==> src/rtl/matmul_calc_pkg.sv <==
// Shared parameters and types for the matmul_calc datapath.
// Holds the element/bus widths plus the operand feeder's dimension, lane and state types.
package matmul_calc_pkg;

  localparam int DATA_WIDTH = 32;
  localparam int BUS_WIDTH  = 64;

  // Array edge length: one load word carries exactly one full matrix row.
  localparam int MAX_DIM = BUS_WIDTH / DATA_WIDTH;
  localparam int DIM_W   = $clog2(MAX_DIM) + 1;
  localparam int IDX_W   = (MAX_DIM > 1) ? $clog2(MAX_DIM) : 1;
  localparam int BEAT_W  = $clog2(2 * MAX_DIM) + 1;

  typedef logic [DIM_W-1:0]      dim_t;
  typedef logic [BEAT_W-1:0]     beat_t;
  typedef logic [DATA_WIDTH-1:0] elem_t;

  typedef logic [MAX_DIM-1:0][DATA_WIDTH-1:0] lane_vec_t;

  // Indexed [row][col].
  typedef logic [MAX_DIM-1:0][MAX_DIM-1:0][DATA_WIDTH-1:0] matA;
  typedef logic [MAX_DIM-1:0][MAX_DIM-1:0][DATA_WIDTH-1:0] matB;

  typedef enum logic [1:0] {
    IDLE,
    LOAD,
    STREAM,
    DONE
  } feeder_state_e;

  function automatic logic dimOk(input dim_t d);
    return (d != '0) && (d <= dim_t'(MAX_DIM));
  endfunction

endpackage

==> src/rtl/matmul_operand_feeder_if.sv <==
// Control, load and stream signals of the operand feeder.
// The slave modport is the feeder itself; the master modport is its environment.
interface matmul_operand_feeder_if;
  import matmul_calc_pkg::*;

  logic                 start_i;
  dim_t                 n_dim_i;
  dim_t                 k_dim_i;
  dim_t                 m_dim_i;
  logic                 in_valid_i;
  logic                 in_ready_o;
  logic [BUS_WIDTH-1:0] in_data_i;
  lane_vec_t            a_left_o;
  lane_vec_t            b_top_o;
  logic                 out_valid_o;
  logic                 out_ready_i;
  logic                 first_o;
  logic                 last_o;
  logic                 busy_o;
  logic                 cfg_err_o;

  modport slave (
    input  start_i, n_dim_i, k_dim_i, m_dim_i,
    input  in_valid_i, in_data_i, out_ready_i,
    output in_ready_o, a_left_o, b_top_o, out_valid_o,
    output first_o, last_o, busy_o, cfg_err_o
  );

  modport master (
    output start_i, n_dim_i, k_dim_i, m_dim_i,
    output in_valid_i, in_data_i, out_ready_i,
    input  in_ready_o, a_left_o, b_top_o, out_valid_o,
    input  first_o, last_o, busy_o, cfg_err_o
  );

endinterface

==> src/rtl/matmul_operand_buf.sv <==
// MAX_DIM x MAX_DIM operand register file with a masked row write port and a skewed read port.
// COL_LANES=0 gives lane l = mem[l][t-l] (A, rows); COL_LANES=1 gives lane l = mem[t-l][l] (B, columns).
module matmul_operand_buf
  import matmul_calc_pkg::*;
#(
  parameter type mat_t     = matA,
  parameter bit  COL_LANES = 1'b0
) (
  input  logic                 clk_i,
  input  logic                 rst_ni,
  input  logic                 clear,
  input  logic                 wrEn,
  input  logic [IDX_W-1:0]     wrRow,
  input  logic [BUS_WIDTH-1:0] wrData,
  input  dim_t                 wrCols,
  input  beat_t                rdBeat,
  input  dim_t                 rdDepth,
  input  dim_t                 rdLanes,
  output lane_vec_t            lanes
);

  mat_t mem;
  mat_t memNext;

  // NOTE: every always_comb target gets a full default before any branch, so no path leaves it unassigned (no latch).
  always_comb begin
    memNext = mem;
    if (clear) begin
      memNext = '0;
    end else if (wrEn) begin
      for (int c = 0; c < MAX_DIM; c++) begin
        memNext[wrRow][c] = (dim_t'(c) < wrCols) ? wrData[c*DATA_WIDTH +: DATA_WIDTH] : '0;
      end
    end
  end

  // NOTE: sequential state uses non-blocking assignment only; blocking here would race with other clocked readers.
  // NOTE: the register file takes the async reset like any other state, so an aborted run leaves no operand behind.
  always_ff @(posedge clk_i or negedge rst_ni) begin
    if (!rst_ni) begin
      mem <= '0;
    end else begin
      mem <= memNext;
    end
  end

  // Reads look at memNext so a row written this cycle is visible to the beat registered at the same edge.
  always_comb begin
    lanes = '0;
    for (int l = 0; l < MAX_DIM; l++) begin
      if ((rdBeat >= beat_t'(l)) &&
          ((rdBeat - beat_t'(l)) < beat_t'(rdDepth)) &&
          (beat_t'(l) < beat_t'(rdLanes))) begin
        if (COL_LANES) begin
          lanes[l] = memNext[IDX_W'(rdBeat - beat_t'(l))][l];
        end else begin
          lanes[l] = memNext[l][IDX_W'(rdBeat - beat_t'(l))];
        end
      end
    end
  end

endmodule

==> src/rtl/matmul_operand_feeder.sv <==
// Operand feeder for the matmul_calc systolic array: loads A (N x K) and B (K x M) one row per word,
// then streams them diagonally skewed into the array's left and top edges with first/last marking.
module matmul_operand_feeder
  import matmul_calc_pkg::*;
(
  input logic                    clk_i,
  input logic                    rst_ni,
  matmul_operand_feeder_if.slave bus
);

  feeder_state_e state;
  feeder_state_e stateNext;

  dim_t      nDim;
  dim_t      kDim;
  dim_t      mDim;
  dim_t      maxNm;
  beat_t     loadCnt;
  beat_t     beatIdx;
  beat_t     lastBeat;
  beat_t     rdBeat;
  logic      inReady;
  logic      outValid;
  logic      firstBeat;
  logic      finalBeat;
  logic      busy;
  logic      cfgErr;
  lane_vec_t aLeft;
  lane_vec_t bTop;
  lane_vec_t aLanes;
  lane_vec_t bLanes;

  logic dimsOk;
  logic startOk;
  logic accept;
  logic loadDone;
  logic handshake;
  logic aWrEn;
  logic bWrEn;

  assign dimsOk    = dimOk(bus.n_dim_i) && dimOk(bus.k_dim_i) && dimOk(bus.m_dim_i);
  assign startOk   = (state == IDLE) && bus.start_i && dimsOk;
  assign maxNm     = (bus.n_dim_i > bus.m_dim_i) ? bus.n_dim_i : bus.m_dim_i;
  assign accept    = inReady && bus.in_valid_i;
  assign loadDone  = accept && (loadCnt == beat_t'(nDim) + beat_t'(kDim) - beat_t'(1));
  assign handshake = outValid && bus.out_ready_i;
  assign aWrEn     = accept && (loadCnt < beat_t'(nDim));
  assign bWrEn     = accept && !aWrEn;

  // The beat being registered next: beat 0 when leaving LOAD, otherwise the one after the displayed beat.
  assign rdBeat = (state == LOAD) ? '0 : beatIdx + beat_t'(1);

  matmul_operand_buf #(
    .mat_t    (matA),
    .COL_LANES(1'b0)
  ) u_buf_a (
    .clk_i  (clk_i),
    .rst_ni (rst_ni),
    .clear  (startOk),
    .wrEn   (aWrEn),
    .wrRow  (IDX_W'(loadCnt)),
    .wrData (bus.in_data_i),
    .wrCols (kDim),
    .rdBeat (rdBeat),
    .rdDepth(kDim),
    .rdLanes(nDim),
    .lanes  (aLanes)
  );

  matmul_operand_buf #(
    .mat_t    (matB),
    .COL_LANES(1'b1)
  ) u_buf_b (
    .clk_i  (clk_i),
    .rst_ni (rst_ni),
    .clear  (startOk),
    .wrEn   (bWrEn),
    .wrRow  (IDX_W'(loadCnt - beat_t'(nDim))),
    .wrData (bus.in_data_i),
    .wrCols (mDim),
    .rdBeat (rdBeat),
    .rdDepth(kDim),
    .rdLanes(mDim),
    .lanes  (bLanes)
  );

  always_ff @(posedge clk_i or negedge rst_ni) begin
    if (!rst_ni) begin
      state <= IDLE;
    end else begin
      state <= stateNext;
    end
  end

  always_comb begin
    stateNext = state;
    case (state)
      IDLE:    if (startOk) stateNext = LOAD;
      LOAD:    if (loadDone) stateNext = STREAM;
      STREAM:  if (handshake && finalBeat) stateNext = DONE;
      DONE:    stateNext = IDLE;
      default: stateNext = IDLE;
    endcase
  end

  // Status flags are registered from the next state, so no input reaches an output combinationally.
  always_ff @(posedge clk_i or negedge rst_ni) begin
    if (!rst_ni) begin
      nDim      <= '0;
      kDim      <= '0;
      mDim      <= '0;
      loadCnt   <= '0;
      beatIdx   <= '0;
      lastBeat  <= '0;
      inReady   <= 1'b0;
      outValid  <= 1'b0;
      firstBeat <= 1'b0;
      finalBeat <= 1'b0;
      busy      <= 1'b0;
      cfgErr    <= 1'b0;
      aLeft     <= '0;
      bTop      <= '0;
    end else begin
      inReady <= (stateNext == LOAD);
      busy    <= (stateNext != IDLE);
      cfgErr  <= (state == IDLE) && bus.start_i && !dimsOk;

      if (startOk) begin
        nDim     <= bus.n_dim_i;
        kDim     <= bus.k_dim_i;
        mDim     <= bus.m_dim_i;
        loadCnt  <= '0;
        lastBeat <= beat_t'(bus.k_dim_i) + beat_t'(maxNm) - beat_t'(2);
      end else if (accept) begin
        loadCnt <= loadCnt + beat_t'(1);
      end

      if (loadDone) begin
        outValid  <= 1'b1;
        firstBeat <= 1'b1;
        finalBeat <= (lastBeat == '0);
        beatIdx   <= '0;
        aLeft     <= aLanes;
        bTop      <= bLanes;
      end else if (handshake) begin
        if (finalBeat) begin
          outValid  <= 1'b0;
          firstBeat <= 1'b0;
          finalBeat <= 1'b0;
          aLeft     <= '0;
          bTop      <= '0;
        end else begin
          beatIdx   <= rdBeat;
          firstBeat <= 1'b0;
          finalBeat <= (rdBeat == lastBeat);
          aLeft     <= aLanes;
          bTop      <= bLanes;
        end
      end
    end
  end

  assign bus.in_ready_o  = inReady;
  assign bus.out_valid_o = outValid;
  assign bus.first_o     = firstBeat;
  assign bus.last_o      = finalBeat;
  assign bus.busy_o      = busy;
  assign bus.cfg_err_o   = cfgErr;
  assign bus.a_left_o    = aLeft;
  assign bus.b_top_o     = bTop;

endmodule

==> src/flat_wrapper.sv <==
// flat-port wrapper written by rule: the top's interface ports become plain ports
module matmul_operand_feeder_flat import matmul_calc_pkg::*;
  (clk_i, rst_ni, bus_start_i, bus_n_dim_i, bus_k_dim_i, bus_m_dim_i, bus_in_valid_i, bus_in_data_i, bus_out_ready_i, bus_in_ready_o, bus_a_left_o, bus_b_top_o, bus_out_valid_o, bus_first_o, bus_last_o, bus_busy_o, bus_cfg_err_o);
  matmul_operand_feeder_if bus_i ();
  input logic clk_i;
  input logic rst_ni;
  input wire logic [$bits(bus_i.start_i)-1:0] bus_start_i;
  input wire logic [$bits(bus_i.n_dim_i)-1:0] bus_n_dim_i;
  input wire logic [$bits(bus_i.k_dim_i)-1:0] bus_k_dim_i;
  input wire logic [$bits(bus_i.m_dim_i)-1:0] bus_m_dim_i;
  input wire logic [$bits(bus_i.in_valid_i)-1:0] bus_in_valid_i;
  input wire logic [$bits(bus_i.in_data_i)-1:0] bus_in_data_i;
  input wire logic [$bits(bus_i.out_ready_i)-1:0] bus_out_ready_i;
  output wire logic [$bits(bus_i.in_ready_o)-1:0] bus_in_ready_o;
  output wire logic [$bits(bus_i.a_left_o)-1:0] bus_a_left_o;
  output wire logic [$bits(bus_i.b_top_o)-1:0] bus_b_top_o;
  output wire logic [$bits(bus_i.out_valid_o)-1:0] bus_out_valid_o;
  output wire logic [$bits(bus_i.first_o)-1:0] bus_first_o;
  output wire logic [$bits(bus_i.last_o)-1:0] bus_last_o;
  output wire logic [$bits(bus_i.busy_o)-1:0] bus_busy_o;
  output wire logic [$bits(bus_i.cfg_err_o)-1:0] bus_cfg_err_o;
  assign bus_i.start_i = bus_start_i;
  assign bus_i.n_dim_i = bus_n_dim_i;
  assign bus_i.k_dim_i = bus_k_dim_i;
  assign bus_i.m_dim_i = bus_m_dim_i;
  assign bus_i.in_valid_i = bus_in_valid_i;
  assign bus_i.in_data_i = bus_in_data_i;
  assign bus_i.out_ready_i = bus_out_ready_i;
  assign bus_in_ready_o = bus_i.in_ready_o;
  assign bus_a_left_o = bus_i.a_left_o;
  assign bus_b_top_o = bus_i.b_top_o;
  assign bus_out_valid_o = bus_i.out_valid_o;
  assign bus_first_o = bus_i.first_o;
  assign bus_last_o = bus_i.last_o;
  assign bus_busy_o = bus_i.busy_o;
  assign bus_cfg_err_o = bus_i.cfg_err_o;
  matmul_operand_feeder u_core (.clk_i(clk_i), .rst_ni(rst_ni), .bus(bus_i));
endmodule
==> config.mk <==
export PLATFORM = sky130hd
export DESIGN_NAME = matmul_operand_feeder_flat
export DESIGN_NICKNAME = d
export VERILOG_FILES = /design/src/rtl/matmul_calc_pkg.sv /design/src/rtl/matmul_operand_feeder_if.sv /design/src/rtl/matmul_operand_buf.sv /design/src/rtl/matmul_operand_feeder.sv /design/src/flat_wrapper.sv
export SDC_FILE = /design/constraint.sdc
export NUM_CORES = 1
export LEC_CHECK = 0
export ABC_AREA = 1
export CAP_MARGIN = 20
export CORE_MARGIN = 4
export CORE_UTILIZATION = 40
export CTS_BUF_LIST = sky130_fd_sc_hd__clkbuf_16
export DETAILED_ROUTE_END_ITERATION = 10
export GPL_TIMING_DRIVEN = 0
export PLACE_DENSITY = 0.69
export SYNTH_ARGS = -nofsm -noshare
export SYNTH_HDL_FRONTEND = slang
export SYNTH_SLANG_ARGS = --single-unit
export TNS_END_PERCENT = 1
==> constraint.sdc <==
create_clock -name clk_i -period 2.51 [get_ports clk_i]
set_input_delay 0.3765 -clock clk_i [delete_from_list [all_inputs] [get_ports clk_i]]
set_output_delay 0.3765 -clock clk_i [all_outputs]
set_load 0.01 [all_outputs]
==> impl_metrics.env <==
export IMPL_syn_area_mm2=0.0202
export IMPL_die_x_um=233
export IMPL_port_buffer_count=208
export IMPL_grt_start_max_net_pins=116
export IMPL_crit_buf_inv=3
export IMPL_synth_seq_area_share_pct=50.3
export IMPL_rows=82
export IMPL_worst_endpoint_arrival_ns=2.99
export IMPL_io_pins=209
export IMPL_setup_viol=0
export IMPL_timing_fmax_mhz=400
export IMPL_yosysUniqueCellTypes=32
export IMPL_firstDrtPassIters=6
export IMPL_reg2reg_depth=8
export IMPL_clk_latency_ns=0.60
export IMPL_worst_path_max_fanout=10
export IMPL_viasPerCell=4.84
export IMPL_crit_end="u_core.bus.b_top_o[10]"
export IMPL_period_needed_ns=2.50
export IMPL_vias=18300
export IMPL_routed_wl_um=66700
export IMPL_regArea_mm2=0.0102
export IMPL_cts_buffers=44
export IMPL_grt_pass1_wl_um=102000
export IMPL_hold_class="input port to async pin"
export IMPL_regToRegSetupSlack_ns=0.008
export IMPL_slew_headroom_pct=40.8
export IMPL_die_area_mm2=0.0543
export IMPL_grt_pass1_vias=17700
export IMPL_slew_violations=0
export IMPL_grt_overflow_total=0
export IMPL_cts_root_buffer="clkbuf_16"
export IMPL_synth_nets=2891
export IMPL_start_util_pct=40.4
export IMPL_cpPeakStageDelay_ns=0.64
export IMPL_drive_gt1_share_pct=7.09
export IMPL_tritoncts="built"
export IMPL_mostFrequentLayoutCells="nand2_1, inv_1, dfrtp_1, nand3_1, clkdlybuf4s50_1"
export IMPL_grt_total_usage_pct=24.4
export IMPL_cts_sink_count=407
export IMPL_worst_slack_ns=0.00807
export IMPL_clkTransAtPathRegs_ns=0.06
export IMPL_multi_input_area_mm2=0.00723
export IMPL_status="finished, final reports clean"
export IMPL_final_util_pct=49.9
export IMPL_rr_startpoint="u_core.state[1]"
export IMPL_reg2reg_to="u_core.bus.b_top_o[10]"
export IMPL_powerDensity_mw_per_mm2=565
export IMPL_hold_viol=0
export IMPL_syn_inst=2801
export IMPL_ys_seq_elements=407
export IMPL_startpoint="u_core.state[1]"
export IMPL_syn_to_final_growth_pct=23.5
export IMPL_skew_ns=0.0366
export IMPL_wl_per_cell_um=17.7
export IMPL_ys_warn_count=0
export IMPL_rsz0062_at_grt="true"
export IMPL_die_height_um=233
export IMPL_coreArea_mm2=0.0501
export IMPL_dp_cells=3685
export IMPL_drtIter0Drc=1763
export IMPL_cts_htree_levels=2
export IMPL_whs_ns=0.231
export IMPL_worst_path_most_repeated_cell="nand2_1"
export IMPL_vdd_drop_max_uv=385
export IMPL_post_place_ws_ns=-0.379
export IMPL_crit_family="buffers and inverters"
export IMPL_finalCritPeriodShare_pct=99.7
export IMPL_cp_num_cells=8
export IMPL_antenna_left=0
export IMPL_avgSynthCellArea_um2=7.23
export IMPL_cpMaxStageDelayCell="clkbuf_1"
export IMPL_grt_antenna_before_repair=3
export IMPL_path_cells="inv_2 -> nand2_2 -> nand2_1 -> clkbuf_1 -> clkbuf_1 -> nand2_1 -> nand3_1 -> nand2_1"
export IMPL_total_power_w=0.0141
export IMPL_leakage_nw=13.3
export IMPL_worst_pin_slew_ns=0.889
export IMPL_clockBufferDepth=3
export IMPL_fillers=4952
export IMPL_start_kind="flop"
export IMPL_drc=0
export IMPL_cp_end_kind="flop"
export IMPL_drv_cap=0
export IMPL_gp_congestion=0.979
export IMPL_cp_required_ns=3.00
export IMPL_final_nets=3158
export IMPL_path_class="flop to flop"
export IMPL_fin_cells=3779
export IMPL_dpl_hpwl_um=49300
export IMPL_mostFrequentLayoutCell="nand2_1"
-- per-layer routing --
layer	GRT usage (%)	share of wire, %	up-vias
met5	0	0	-
met4	11.1	4.9	0
met3	4.76	8.4	159
met2	37.3	44	761
met1	33.6	42	8529
li1	-	-	8839
-- timing repair --
item | in CTS | in global routing
pin swaps | 2 | 3
hold buffers | 1 | 0
endpoints found under the setup margin | 128 | 127
setup buffers | 6 | 2
gates resized for setup | 7 | 13
endpoints found under the hold margin | 31 | 0
cloned | 1 | 0
-- report_power, final --
group | switching, W | internal, W | leakage (nW) | total, W
logic | 0.000353 | 0.000154 | 8.25 | 0.000507
clock network | 0.00290 | 0.00417 | 0.764 | 0.00707
registers | 0 | 0.00656 | 4.31 | 0.00656
-- cell families after synthesis --
group / Yosys count / share of synthesized area (%)
buffers and inverters: 704 / 14.1
AOI/OAI and AO/OA: 25 / 0.704
DFF: 407 / 50.3
and+or+nand+nor: 1645 / 33.8
xor gates and xnor gates: 5 / 0.216
adders and majority gates: 15 / 0.927
-- per-stage QoR --
stage               area, um^2  setup TNS (ns)
finish                   25000               0
global route             25000          -0.105
CTS                      25000               0
detailed placement       23300          -37.59
global placement         23200        -7140.19
floorplan                20200               0
-- area by class of cell --
type / count / share of cell area, %
Buffer: 151 / 3.25
Clock inverter: 36 / 1.64
Sequential cell: 407 / 40.7
Clock buffer: 46 / 4.60
Antenna cell: 3 / 0.0300
Tap cell: 672 / 3.36
Multi-Input combinational cell: 1690 / 28.9
Timing Repair Buffer: 222 / 9.19
Inverter: 552 / 8.31
-- flip-flops by register name, summed over array words and instances (netlist names) --
signal                  flops
u_core.bus.last_o           1
u_core.beatIdx              3
u_core.bus.out_valid_o      1
u_core.bus.in_ready_o       1
u_core.bus.cfg_err_o        1
u_core.kDim                 2
u_core.u_buf_a.mem        128
u_core.bus.first_o          1
u_core.lastBeat             3
u_core.u_buf_b.mem        128
u_core.mDim                 2
u_core.bus.b_top_o         64
u_core.bus.busy_o           1
u_core.bus.a_left_o        64
u_core.nDim                 2
u_core.state                2
u_core.loadCnt              3
-- how the worst min path moves through the flow --
| stage | end | slack, ns | cells after the start |
|---|---|---|---|
| finish | u_core.bus.b_top_o[13] | 0.23 | 2 |
| global route | u_core.bus.b_top_o[13] | 0.27 | 2 |
| CTS | u_core.bus.b_top_o[15] | 0.23 | 2 |
| detailed placement | u_core.bus.b_top_o[14] | 0.27 | 1 |
| global placement | u_core.bus.b_top_o[4] | 0.46 | 2 |
| floorplan | u_core.beatIdx[0] | 0.08 | 0 |
-- cell usage after synthesis, drive strengths merged --
cell	count	area, um^2
nand4	26	163
nand2	1200	4540
o22ai	1	6.26
and3	3	18.8
nor3	2	10.0
o21a	2	15.0
o21ai	12	60.1
dfrtp	407	10200
xnor2	1	8.76
a21oi	6	30.0
o311ai	1	8.76
o21bai	3	22.5
xor2	4	35.0
nor2	26	143
or2	1	6.26
clkbuf	51	191
buf	101	588
inv	552	2070
nand3	387	1960
ha	15	188
(Power assumes the default switching activity.)
